<file path="config.mk">
export PLATFORM = sky130hd
export DESIGN_NAME = quad_phase_monitor
export DESIGN_NICKNAME = d
export VERILOG_FILES = /design/src/rtl/quad_phase_monitor.sv
export SDC_FILE = /design/constraint.sdc
export NUM_CORES = 1
export LEC_CHECK = 0
export BUFFER_PORTS_ARGS = -buffer_cell sky130_fd_sc_hd__buf_2
export CORE_MARGIN = 2
export CORE_UTILIZATION = 55
export DETAILED_ROUTE_END_ITERATION = 7
export HOLD_SLACK_MARGIN = 0.05
export PLACE_DENSITY = 0.76
export RECOVER_POWER = 50
export SLEW_MARGIN = 20
export SYNTH_ARGS = -nofsm -noshare
export SYNTH_HDL_FRONTEND = slang
export SYNTH_SLANG_ARGS = --single-unit
</file>
<file path="constraint.sdc">
create_clock -name clock48 -period 2.4 [get_ports clock48]
set_input_delay 0.36 -clock clock48 [delete_from_list [all_inputs] [get_ports clock48]]
set_output_delay 0.36 -clock clock48 [all_outputs]
set_load 0.02 [all_outputs]
</file>
<file path="src/rtl/quad_phase_monitor.sv">
// Consumer-side checker for the 12 MHz quadrature phase pair (clk1/clk2) in the clock48 domain.
// Optional reverse-direction tracking is enabled by defining QUAD_PHASE_MON_REVERSE_EN.
module quad_phase_monitor #(
  parameter int unsigned LOCK_PERIODS = 4,
  parameter int unsigned CNT_W        = 16
) (
  input  logic             clock48,
  input  logic             rsted,
  input  logic             ph1_in,
  input  logic             ph2_in,
  output logic             running,
  output logic             locked,
  output logic             err_pulse,
  output logic [7:0]       err_count,
  output logic [CNT_W-1:0] period_count,
  output logic [1:0]       phase,
  output logic             dir
);

  typedef enum logic [1:0] {
    IDLE   = 2'd0,
    TRACK  = 2'd1,
    LOCKED = 2'd2
  } state_t;

  localparam logic [7:0] LOCK_TH = 8'(LOCK_PERIODS);

  state_t     state;
  logic [7:0] good;

  logic [1:0] s;
  logic [1:0] exp_step;
  logic       step_ok;
  logic       completes;
  logic       is_stop;
  logic       sync_fwd;
  logic       sync_rev;
  logic [7:0] good_inc;

  function automatic logic [1:0] next_fwd(input logic [1:0] p);
    logic [1:0] n;
    case (p)
      2'b10:   n = 2'b11;
      2'b11:   n = 2'b01;
      2'b01:   n = 2'b00;
      default: n = 2'b10;
    endcase
    return n;
  endfunction

`ifdef QUAD_PHASE_MON_REVERSE_EN
  function automatic logic [1:0] next_rev(input logic [1:0] p);
    logic [1:0] n;
    case (p)
      2'b01:   n = 2'b11;
      2'b11:   n = 2'b10;
      2'b10:   n = 2'b00;
      default: n = 2'b01;
    endcase
    return n;
  endfunction
`endif

  function automatic logic [7:0] sat_inc8(input logic [7:0] v);
    return (v == 8'hFF) ? v : v + 8'd1;
  endfunction

  assign s = {ph1_in, ph2_in};

  // The registered phase doubles as the previous sample p.
  always_comb begin
`ifdef QUAD_PHASE_MON_REVERSE_EN
    exp_step = dir ? next_rev(phase) : next_fwd(phase);
    sync_rev = (phase == 2'b00) && (s == 2'b01);
`else
    exp_step = next_fwd(phase);
    sync_rev = 1'b0;
`endif
    step_ok   = (s == exp_step);
    // In both directions the period-completing step is the one landing on 00.
    completes = step_ok && (s == 2'b00);
    is_stop   = (phase == 2'b00) && (s == 2'b00);
    sync_fwd  = (phase == 2'b00) && (s == 2'b10);
    good_inc  = sat_inc8(good);
  end

  always_ff @(posedge clock48) begin
    if (rsted) begin
      state        <= IDLE;
      good         <= 8'd0;
      running      <= 1'b0;
      locked       <= 1'b0;
      err_pulse    <= 1'b0;
      err_count    <= 8'd0;
      period_count <= '0;
      phase        <= 2'b00;
      dir          <= 1'b0;
    end else begin
      phase     <= s;
      err_pulse <= 1'b0;
      case (state)
        IDLE: begin
          if (sync_fwd) begin
            state   <= TRACK;
            running <= 1'b1;
            dir     <= 1'b0;
            good    <= 8'd0;
          end else if (sync_rev) begin
            state   <= TRACK;
            running <= 1'b1;
            dir     <= 1'b1;
            good    <= 8'd0;
          end
        end
        TRACK, LOCKED: begin
          if (step_ok) begin
            if (completes) begin
              period_count <= period_count + 1'b1;
              good         <= good_inc;
              if ((state == TRACK) && (good_inc >= LOCK_TH)) begin
                state  <= LOCKED;
                locked <= 1'b1;
              end
            end
          end else if (is_stop) begin
            // Generator disabled: a clean stop, not an error.
            state   <= IDLE;
            running <= 1'b0;
            locked  <= 1'b0;
            good    <= 8'd0;
          end else begin
            state     <= IDLE;
            running   <= 1'b0;
            locked    <= 1'b0;
            good      <= 8'd0;
            err_pulse <= 1'b1;
            err_count <= sat_inc8(err_count);
          end
        end
        default: begin
          state   <= IDLE;
          running <= 1'b0;
          locked  <= 1'b0;
          good    <= 8'd0;
        end
      endcase
    end
  end

endmodule

</file>
Word level (Yosys, flattened, before mapping)

Cells that the tools add are included.

$add $sub $neg: 3
Multiply operators: 0
Divide/modulo/power cells: 0
Magnitude comparators: 1
Eq/ne operators: 13
Shift-type cells: 0
Multiplexer cells: 19
Bitwise logic cells: 5
Reductions and logical operators: 15

Operators by type and width:

| cell                  | number |
|---|---|
| $mux 8                | 4 |
| $add 16x1->16 const B | 1 |
| $add 8x1->8 const B   | 2 |
| $eq 8x8->1 const B    | 2 |
| $pmux 8 s2            | 1 |
| $reduce_and 3->1      | 3 |
| $eq 2x2->1 const B    | 4 |
| $ge 8x3->1 const B    | 1 |
| $mux 2                | 4 |
| $logic_not 2->1       | 3 |
| $mux 1                | 6 |
| $ne 3x3->1 const B    | 2 |
| $pmux 2 s3            | 1 |
| $not 1->1             | 5 |
| $eq 2x1->1 const B    | 2 |
| $logic_and 1x1->1     | 4 |
| $ne 2x2->1 const B    | 2 |
| $pmux 1 s2            | 2 |
| $pmux 2 s2            | 1 |
| $reduce_and 2->1      | 2 |
| $reduce_and 4->1      | 1 |
| $reduce_or 3->1       | 1 |
| $eq 2x2->1            | 1 |
| $reduce_or 2->1       | 1 |

Flip-flop bits (word level): 39
Latch bits: 0
RAM bits: 0
Bits in read-only memories: 0
Output and inout bits: 30
Logic and storage cells: 64
Memories: 0

Depth between registers and ports, before layout

Gate-level depths: netlist of run 1.

Depth after elaboration: 8
Mapped depth: 9

Worst setup path before layout of run 1

OpenSTA, ideal clock, no wires.

Path type: reg2reg
From: register state[0]
To: register good[1]
Library setup time: 116 ps
Arrival: 1663 ps
Slack: 621 ps
Stages on the path, launching flop included: 10
Buffers on the path: 1
Period minus slack after synthesis: 1779 ps
Path through: dfxtp_1 inv_1 ha_1 buf_2 inv_1 a2111oi_2 o22ai_2 o21ai_2 mux2i_1 nor2b_1

Cells in the longest elaborated chain, start to end: 4

Ends and longest elaborated chain:

| element                                  | line | text |
|---|---|---|
| start, declared                          | 28   | `state_t state;` |
| start signal, assigned                   | 89   | `state <= IDLE;` |
| start signal, assigned                   | 104  | `state <= TRACK;` |
| start signal, assigned                   | 109  | `state <= TRACK;` |
| $eq 2x1->1 or $eq 2x2->1 (tied branches) | 101  | `case (state)` |
| $reduce_or 2->1                          | 101  |  |
| $ne 3x3->1 (no source line)              | -    |  |
| $reduce_and 2->1 (no source line)        | -    |  |
| end signal, assigned                     | 119  | `good <= good_inc;` |
| end, declared                            | 29   | `logic [7:0] good;` |

Several ways; a longest one is shown, not always the timed one.
A chain may end at the register's enable or synchronous reset.

Worst setup path in the final report of run 1

From: register state[0]
To: register locked

Cells in the longest elaborated chain, start to end: 4

Ends and longest elaborated chain:

| element                                              | line     | text |
|---|---|---|
| $eq 2x1->1 or $eq 2x2->1 (tied branches)             | 101, 120 |  |
| $reduce_or 2->1 or $logic_and 1x1->1 (tied branches) | 101, 120 |  |
| $ne 3x3->1 (no source line)                          | -        |  |
| $reduce_and 3->1 (no source line)                    | -        |  |
| end signal, assigned                                 | 122      | `locked <= 1'b1;` |
| end signal, assigned                                 | 129      | `locked <= 1'b0;` |
| end signal, assigned                                 | 134      | `locked <= 1'b0;` |
| end, declared                                        | 12       | `output logic locked,` |

Several ways; a longest one is shown, not always the timed one.

==> qor.csv, run 1 <==
stage;metric;value;unit
sta;Fmax achieved;484.0;MHz
clocking;CTS buffer count;5;
die;core area;3390;um^2
final_layout;post-route core utilization;65.85;%
detailed_routing;DRT Wirelength;3.769;mm
final_layout;fin nets;275;
sta;setup_tns;0;ns
die;Row Count;21;
setup_path;worst r2r path cells;7;
detailed_routing;Initial DRT Pass Iterations;4;
clocking;clk root buf;clkbuf_4;
synth;Yosys warnings;0;
sta;skew final;0.009570;ns
global_route;number of global-route vias before repair;1507;
pwr;PwrDens;768.8;nW/um^2
synth;FF+latch count, synth;39;
detailed_routing;WL/cell;12.04;um
setup_path;worst-path fanout max;9;
global_route;largest net degree at the start of global routing;39;
sta;Slew Viols, Final;39;
setup_path;FF-to-FF End;locked;
clocking;Post-CTS Hold Fix Bufs;0;
detailed_routing;routed vias;1703;
status;outcome;finished with violations;
global_route;GRT Total Usage;19.79;%
hold_path;hold depth;2;
die;Die Ht;63.99;um
final_layout;Multi-input gate area;1117;um^2
placed_design;Setup WS pre-CTS;0.3737;ns
pwr;Max VDD drop;0.5697;mV
setup_path;Crit. End Element;register;
detailed_routing;DR vias/cell;5.441;
synth;Post-synth EDFFs;0;
synth;Unique masters post-synth;43;
sta;Worst Hold Slack;0.3273;ns
detailed_routing;Antenna Nets Post-Route;0;
global_route;met2 usage;31.77;%
clocking;CTS Buffer Depth;2;
detailed_routing;# DRC;0;
clocking;cts repair resizes;0;
placed_design;GP Congestion;0.7690;
final_layout;Area Growth Syn to Fin;12.77;%
clocking;CTS tree;done;
sta;worst setup margin;0.3338;ns
detailed_routing;initial detailed-routing violation count;82;
global_route;gr ovfl total;0;
global_route;met3 Track Usage GR;4.577;%
synth;synth top area cells;dfxtp_1, nor2_1, xnor2_1;
die;io pins;34;
synth;post-synthesis sequential area ratio;39.44;%
pwr;cell leakage power;0.7837;nW
clocking;Setup Buffers After CTS;0;
clocking;Clk Latency, worst-skew pair;0.33;ns
sta;Slew Limit Headroom;-5.661;%
sta;RSZ-0062 raised after global routing;false;
setup_path;Startpoint Class;register;
synth;ys async rst share;0;%
sta;Hold Vio Cnt, Final;0;
clocking;H-tree lvl count;2;
clocking;CTS sink cnt;39;
setup_path;worst reg2reg startpoint;state[0];
placed_design;Detail Placement HPWL;2.641;mm
clocking;Clock transition at path regs;0.11;ns
global_route;antenna violations before repair;0;
synth;Avg Inst Size Synth;8.459;um^2
global_route;GR Util met1;26.42;%
final_layout;register area;780.7;um^2
job;Max Cap Viol;1;
die;die area;4095;um^2
sta;Final Cycle Share;86.09;%
synth;Synth top area share;39.44;%
final_layout;antenna diode count;0;
synth;Syn Inst Count;234;
hold_path;Hold Path End;phase[0];
setup_path;worst path required time;2.55;ns
synth;cell accounting for the most synthesized area;dfxtp_1;
synth;Syn Std Cell Area;1979;um^2
global_route;grt peak-use layer;met2;
status;failing checks;max-capacitance violations, max-slew violations;
hold_path;Hold WC Path Type;primary input to register;
hold_path;Hold Crit Start;ph2_in;
final_layout;Layout fillers;313;
setup_path;Worst R2R Setup Slack;0.33;ns
die;die span in x;63.99;um
synth;syn nets;243;
synth;top_reg_cell synth;dfxtp_1;
final_layout;share of cells above drive strength 1;7.865;%
sta;endpoints failing setup;0;
setup_path;Critical Path AT;2.22;ns
sta;minimum clock period;2.066;ns
die;Initial Utilization;58.40;%
synth;count leader, synth;dfxtp_1;
synth;Synth top cells by count;dfxtp_1, nor2_1, nand2_1, inv_1, nand3_1;
placed_design;Port Buffers;32;
global_route;first-pass GRT wire length;6.472;mm
setup_path;crit path kind;register to register;
sta;Least-Margin Pin Slew;1.585;ns
-- logic make-up after synthesis --
logic type | synth area share, %
AO/OA/AOI/OAI | 15.74
adder cells (fa/ha/maj) | 3.161
flip-flops | 39.44
multiplexers | 2.023
AND/OR/NAND/NOR | 26.04
buffers and inverters | 4.108
XOR/XNOR | 9.292
other | 0.1895
-- routing by layer --
| metal | routed length [um] | vias up | part of all wire (%) |
|---|---|---|---|
| li1 | - | 875 | - |
| met1 | 1815 | 781 | 48 |
| met2 | 1710 | 43 | 45 |
| met3 | 214 | 4 | 5.7 |
| met4 | 28 | 0 | 0.74 |
| met5 | 0 | - | 0 |
-- per-stage QoR --
| stage | power [mW] | instance area, um^2 | instances |
|---|---|---|---|
| 5_1_grt | 1.822 | 2232 | 313 |
| 3_3_place_gp | 1.189 | 2168 | 305 |
| 4_1_cts | 1.732 | 2270 | 313 |
| 2_1_floorplan | 1.107 | 1979 | 234 |
| 6_report | 1.716 | 2232 | 313 |
| 3_5_place_dp | 1.199 | 2168 | 305 |
-- worst max-delay path by stage --
stage | from | to | slack (ns) | depth (start not counted)
6_report | state[0] | locked | 0.33 | 7
5_1_grt | state[0] | state[0] | 0.17 | 8
4_1_cts | state[0] | state[0] | 0.35 | 8
3_5_place_dp | state[0] | good[1] | 0.37 | 8
3_3_place_gp | state[0] | good[1] | 0.48 | 8
2_1_floorplan | state[0] | good[1] | 0.62 | 9
-- final cells by class --
cell class	count	share of cell area, %
Inverter	12	2.018
Timing Repair Buffer	33	5.830
Tap cell	46	2.578
Multi-Input combinational cell	175	50.06
Clock buffer	6	1.850
Clock inverter	2	2.691
Sequential cell	39	34.98
-- power breakdown --
group          internal [mW]  total, mW  leakage, nW  switching, mW
clock                  0.325      0.535       0.0525          0.210
sequential             0.692      0.730        0.315         0.0377
combinational          0.167      0.451        0.416          0.284
-- cell usage in the layout (no fill, tap or decap), types with 5 or more instances in the layout --
| master | n |
|---|---|
| dfxtp_1 | 39 |
| clkbuf_1 | 31 |
| nor2_1 | 28 |
| nand2_1 | 20 |
| inv_1 | 12 |
| nand3_1 | 12 |
| a21oi_1 | 11 |
| xnor2_1 | 11 |
| o21ai_0 | 10 |
| xor2_1 | 10 |
| or3_1 | 7 |
| nor3_1 | 7 |
| a211oi_1 | 7 |
| nor2b_1 | 5 |
| ha_1 | 5 |
| clkbuf_4 | 5 |
-- critical path, cell delays in order (launching register included) --
cell,delay [ns]
dfxtp_1,0.38
inv_1,0.06
ha_1,0.45
inv_1,0.14
a2111oi_2,0.28
o22ai_2,0.26
a41oi_1,0.26
a211oi_1,0.07
-- flip-flops by register name, indices dropped and copies added (netlist names) --
signal / flops
state: 2
err_count: 8
running: 1
period_count: 16
phase: 2
locked: 1
good: 8
err_pulse: 1
No activity file was read; power rests on OpenSTA's default activity.
==> inputs of run 2 (changes only) <==
- REMOVE_ABC_BUFFERS: not set -> 1
==> run 2 against run 1 <==
Against the previous run:
- the run now ends clean
- via count shrank 1.8%
- flip-flop and latch count is the same
- core utilization grew 0.22 points
- critical path depth grew 1
- first-iteration DRC count shrank 13%
- sequential share of layout area shrank 0.12 points
- non-clock buffer count grew 1
- register-to-register slack gained 0.02 ns
- die area is the same
- worst hold slack lost 0.022 ns
- clock power grew 2%
- critical endpoint is now state[0]
- largest cell class unchanged
- largest power group unchanged
==> qor.csv, run 2 (synthesis results as in run 1) <==
stage;metric;value;unit
status;outcome;complete, no violations;
setup_path;worst path required time;2.68;ns
sta;Least-Margin Pin Slew;1.121;ns
clocking;CTS tree;done;
sta;endpoints failing setup;0;
clocking;Post-CTS Hold Fix Bufs;0;
final_layout;most common cell after layout, fill and taps aside;dfxtp_1;
detailed_routing;DRT Wirelength;3.850;mm
pwr;PwrDens;774.6;nW/um^2
setup_path;worst-path fanout max;9;
sta;Slew Limit Headroom;25.27;%
global_route;gr ovfl total;0;
global_route;GRT Total Usage;21.40;%
sta;Final Cycle Share;85.12;%
pwr;logic gate share of total power;26.7;%
placed_design;Detail Placement HPWL;2.730;mm
clocking;Clock transition at path regs;0.12;ns
sta;Hold Vio Cnt, Final;0;
clocking;Clk Latency, worst-skew pair;0.35;ns
detailed_routing;initial detailed-routing violation count;71;
final_layout;Top Registers;period_count (16), err_count (8), good (8);
setup_path;critical path depth;8;
die;Initial Utilization;58.40;%
setup_path;worst reg2reg startpoint;state[0];
sta;skew final;0.009975;ns
setup_path;Worst path most repeated cell;inv_1;
pwr;Max VDD drop;0.5540;mV
setup_path;FF-to-FF End;state[0];
clocking;CTS buffer count;5;
final_layout;Area Growth Syn to Fin;13.15;%
detailed_routing;DR vias/cell;5.328;
setup_path;Crit path buffers/inverters;2;
pwr;Internal;1.185;mW
clocking;CTS Buffer Depth;2;
placed_design;Port Buffers;32;
die;Row Count;21;
sta;RSZ-0062 raised after global routing;false;
hold_path;Hold WC Path Type;primary input to register;
setup_path;CP Cell Sequence;inv_1, ha_1, inv_1, a2111oi_2, o22ai_2, o21a_1, o21ai_2, mux2i_1;
clocking;cts repair resizes;0;
setup_path;Worst R2R Setup Slack;0.36;ns
setup_path;CP max stage delay;0.45;ns
clocking;CTS sink cnt;39;
final_layout;most frequent cells in the layout;dfxtp_1, clkbuf_1, nor2_1;
die;Die Ht;63.99;um
sta;minimum clock period;2.043;ns
pwr;Sw Ratio;31.70;%
detailed_routing;Antenna Nets Post-Route;0;
global_route;first-pass GRT wire length;6.865;mm
job;Max Cap Viol;0;
die;die span in x;63.99;um
final_layout;fin nets;276;
global_route;largest net degree at the start of global routing;27;
final_layout;antenna diode count;0;
setup_path;Critical Path AT;2.32;ns
final_layout;number of flip-flops in the largest register;16;
die;io pins;34;
global_route;number of global-route vias before repair;1593;
pwr;cell leakage power;0.7885;nW
clocking;H-tree lvl count;2;
detailed_routing;WL/cell;12.26;um
sta;worst setup margin;0.3572;ns
pwr;sw power;0.5500;mW
die;core area;3390;um^2
detailed_routing;# DRC;0;
final_layout;largest register by flop count;period_count;
sta;Slew Viols, Final;0;
clocking;clk root buf;clkbuf_4;
detailed_routing;routed vias;1673;
setup_path;Crit. End Element;register;
setup_path;Critical path origin;state[0];
sta;Fmax achieved;489.5;MHz
placed_design;Setup WS pre-CTS;0.3906;ns
final_layout;share of cells above drive strength 1;8.209;%
pwr;Clk pwr share;31.4;%
placed_design;GP Congestion;0.7673;
setup_path;Worst path slowest cell;ha_1;
sta;setup_tns;0;ns
setup_path;Startpoint Class;register;
setup_path;Critical Path Sink;state[0];
die;die area;4095;um^2
setup_path;worst r2r path cells;8;
clocking;Setup Buffers After CTS;0;
detailed_routing;Initial DRT Pass Iterations;4;
global_route;antenna violations before repair;0;
setup_path;cell family with most CP delay;compound AO/OA/AOI/OAI gates;
pwr;Reg power frac;42.0;%
setup_path;crit path kind;register to register;
[run 2: routing by layer]
layer,wire length [um],vias up,global-route usage (%)
li1,-,877,-
met1,1920,762,26.87
met2,1727,27,34.64
met3,143,7,6.162
met4,59,0,8.152
met5,0,-,0
[run 2: layout make-up]
class	instances	area, um^2
multi-input cells	175	1117
repair buffers	34	137.6
inverters	12	45.04
well taps	46	57.56
clock inverters	2	60.06
fillers	319	1150
clock buffers	6	41.29
flip-flops and latches	39	780.7
[run 2: worst reg2reg max path: stages, from the launching register on]
cell	delay, ns
dfxtp_1	0.36
inv_1	0.05
ha_1	0.45
inv_1	0.13
a2111oi_2	0.25
o22ai_2	0.26
o21a_1	0.18
o21ai_2	0.07
mux2i_1	0.22
[run 2: per-stage QoR]
stage	util [%]	hold WS, ns	instances	cell area (um^2)	power, mW
finish	66.08	0.3056	314	2240	1.735
global route	66.08	0.2984	314	2240	1.824
CTS	67.18	0.2997	314	2277	1.746
detailed placement	64.19	0.4817	306	2176	1.202
global placement	64.19	0.4706	306	2176	1.189
floorplan	-	0.4291	226	1943	1.094
[run 2: worst min-delay path by stage]
| stage | start | end | cells past startpoint |
|---|---|---|---|
| after floorplan | rsted | err_count[4] | 1 |
| after global placement | state[1] | state[1] | 2 |
| after detailed placement | state[1] | state[1] | 2 |
| after CTS | ph2_in | phase[0] | 2 |
| after global routing | ph2_in | phase[0] | 2 |
| final | ph2_in | phase[0] | 2 |
[run 2: power by group through the flow]
stage	clock network (mW)	logic, mW	registers [mW]
4_1_cts	0.548	0.470	0.728
3_3_place_gp	0	0.449	0.741
3_5_place_dp	0	0.460	0.742
6_report	0.544	0.463	0.728
2_1_floorplan	0	0.335	0.759
5_1_grt	0.569	0.521	0.734
==> inputs of run 3 (changes only) <==
- PLACE_DENSITY: 0.76 -> not set
- PLACE_DENSITY_LB_ADDON: not set -> 0.25
==> run 3 against run 2 <==
Against the previous run:
- via count rose by 1.7%
- clock skew up 0.0011 ns
- sequential share of layout area grew 0.24 points
- clock power down 15%
- die area did not move
- worst hold slack improved by 0.011 ns
- power decreased by 5.3%
- global-route usage shrank 1.2 points
- core utilization fell by 0.44 points
- critical endpoint unchanged
- largest cell class unchanged
==> qor.csv, run 3 (synthesis results as in run 1) <==
stage;metric;value;unit
detailed_routing;Initial DRT Pass Iterations;5;
global_route;antenna violations before repair;0;
setup_path;Startpoint Class;register;
detailed_routing;DRT Wirelength;3.759;mm
setup_path;Crit path buffers/inverters;2;
global_route;largest net degree at the start of global routing;26;
pwr;cell leakage power;0.7843;nW
clocking;H-tree lvl count;2;
pwr;PwrDens;738.8;nW/um^2
setup_path;worst r2r path cells;8;
final_layout;post-route core utilization;65.63;%
final_layout;largest register by flop count;period_count;
die;io pins;34;
sta;Slew Viols, Final;0;
sta;Least-Margin Pin Slew;1.078;ns
setup_path;critical path depth;8;
setup_path;Critical Path Sink;state[0];
setup_path;Crit. End Element;register;
final_layout;Layout fillers;313;
final_layout;Top Registers;period_count (16), err_count (8), good (8);
detailed_routing;DR vias/cell;5.417;
detailed_routing;Antenna Nets Post-Route;0;
final_layout;share of cells above drive strength 1;8.582;%
global_route;number of global-route vias before repair;1523;
final_layout;fin nets;276;
die;Initial Utilization;58.40;%
final_layout;most frequent cells in the layout;dfxtp_1, clkbuf_1, nor2_1;
detailed_routing;routed vias;1701;
die;die area;4095;um^2
clocking;Post-CTS Hold Fix Bufs;0;
clocking;CTS buffer count;5;
pwr;Max VDD drop;0.6246;mV
sta;Hold Vio Cnt, Final;0;
global_route;grt peak-use layer;met2;
sta;endpoints failing setup;0;
final_layout;Area Growth Syn to Fin;12.39;%
clocking;cts repair resizes;0;
job;Max Cap Viol;0;
clocking;clk root buf;clkbuf_4;
detailed_routing;WL/cell;11.97;um
die;die span in x;63.99;um
setup_path;Worst path most repeated cell;inv_1;
clocking;CTS sink cnt;39;
status;outcome;complete, no violations;
setup_path;FF-to-FF End;state[0];
setup_path;CP Cell Sequence;inv_1, ha_1, inv_1, a2111oi_2, o22ai_2, o21a_1, o21ai_2, mux2i_1;
detailed_routing;initial detailed-routing violation count;60;
hold_path;Hold WC Path Type;primary input to register;
hold_path;Hold Crit Start;ph2_in;
setup_path;Critical path origin;state[0];
setup_path;worst-path fanout max;9;
die;Die Ht;63.99;um
sta;RSZ-0062 raised after global routing;false;
setup_path;Worst path slowest cell;ha_1;
clocking;Clock transition at path regs;0.11;ns
sta;skew final;0.01111;ns
sta;Worst Hold Slack;0.3164;ns
global_route;met2 usage;32.55;%
pwr;Design Power;1.644;mW
global_route;gr ovfl total;0;
setup_path;Worst R2R Setup Slack;0.40;ns
placed_design;Detail Placement HPWL;2.754;mm
sta;minimum clock period;2.002;ns
setup_path;worst path required time;2.68;ns
placed_design;GP Congestion;0.8174;
detailed_routing;# DRC;0;
clocking;CTS tree;done;
sta;Final Cycle Share;83.43;%
die;Row Count;21;
global_route;first-pass GRT wire length;6.610;mm
placed_design;Port Buffers;32;
setup_path;worst reg2reg startpoint;state[0];
global_route;met3 Track Usage GR;5.282;%
die;core area;3390;um^2
sta;Slew Limit Headroom;28.10;%
final_layout;most common cell after layout, fill and taps aside;dfxtp_1;
final_layout;number of flip-flops in the largest register;16;
sta;setup_tns;0;ns
global_route;GR Util met1;26.39;%
sta;Fmax achieved;499.4;MHz
clocking;CTS Buffer Depth;2;
setup_path;crit path kind;register to register;
clocking;Clk Latency, worst-skew pair;0.35;ns
clocking;Setup Buffers After CTS;0;
final_layout;antenna diode count;0;
setup_path;cell family with most CP delay;compound AO/OA/AOI/OAI gates;
global_route;GRT Total Usage;20.24;%
setup_path;Critical Path AT;2.28;ns
setup_path;CP max stage delay;0.44;ns
[run 3: cell types whose count changed in the layout (fill, tap and decap cells not counted)]
cell       change
clkbuf_1       -1
clkinv_2       +1
clkbuf_8       +1
bufinv_16      -1
[run 3: power breakdown]
group | switching [mW] | leakage, nW | internal [mW]
clock | 0.216 | 0.0482 | 0.246
combinational | 0.285 | 0.421 | 0.168
sequential | 0.0355 | 0.315 | 0.692
total | 0.537 | 0.784 | 1.11
[run 3: layout make-up]
| class | instances | area [um^2] | area share (%) |
|---|---|---|---|
| multi-input cells | 175 | 1117 | 50.22 |
| flip-flops and latches | 39 | 780.7 | 35.10 |
| repair buffers | 34 | 137.6 | 6.187 |
| well taps | 46 | 57.56 | 2.587 |
| clock buffers | 6 | 51.30 | 2.306 |
| inverters | 12 | 45.04 | 2.025 |
| clock inverters | 2 | 35.03 | 1.575 |
[run 3: per-stage QoR]
step	instance area (um^2)	worst slack, ns	std cells
floorplan	1943	0.5664	226
global placement	2176	0.4726	306
detailed placement	2176	0.3905	306
global route	2225	0.2176	314
finish	2225	0.3976	314
CTS	2262	0.3827	314
[run 3: metal layers]
| layer | routed length (um) | part of all wire (%) |
|---|---|---|
| met5 | 0 | 0 |
| met4 | 57 | 1.5 |
| met3 | 187 | 5.0 |
| met2 | 1691 | 45 |
| met1 | 1823 | 48 |
[run 3: how the worst min path moves through the flow]
stage                               to  cells past startpoint
after global placement        state[1]                      2
after floorplan           err_count[4]                      1
after CTS                     phase[0]                      2
after detailed placement  err_count[4]                      2
final                         phase[0]                      2
after global routing          phase[0]                      2
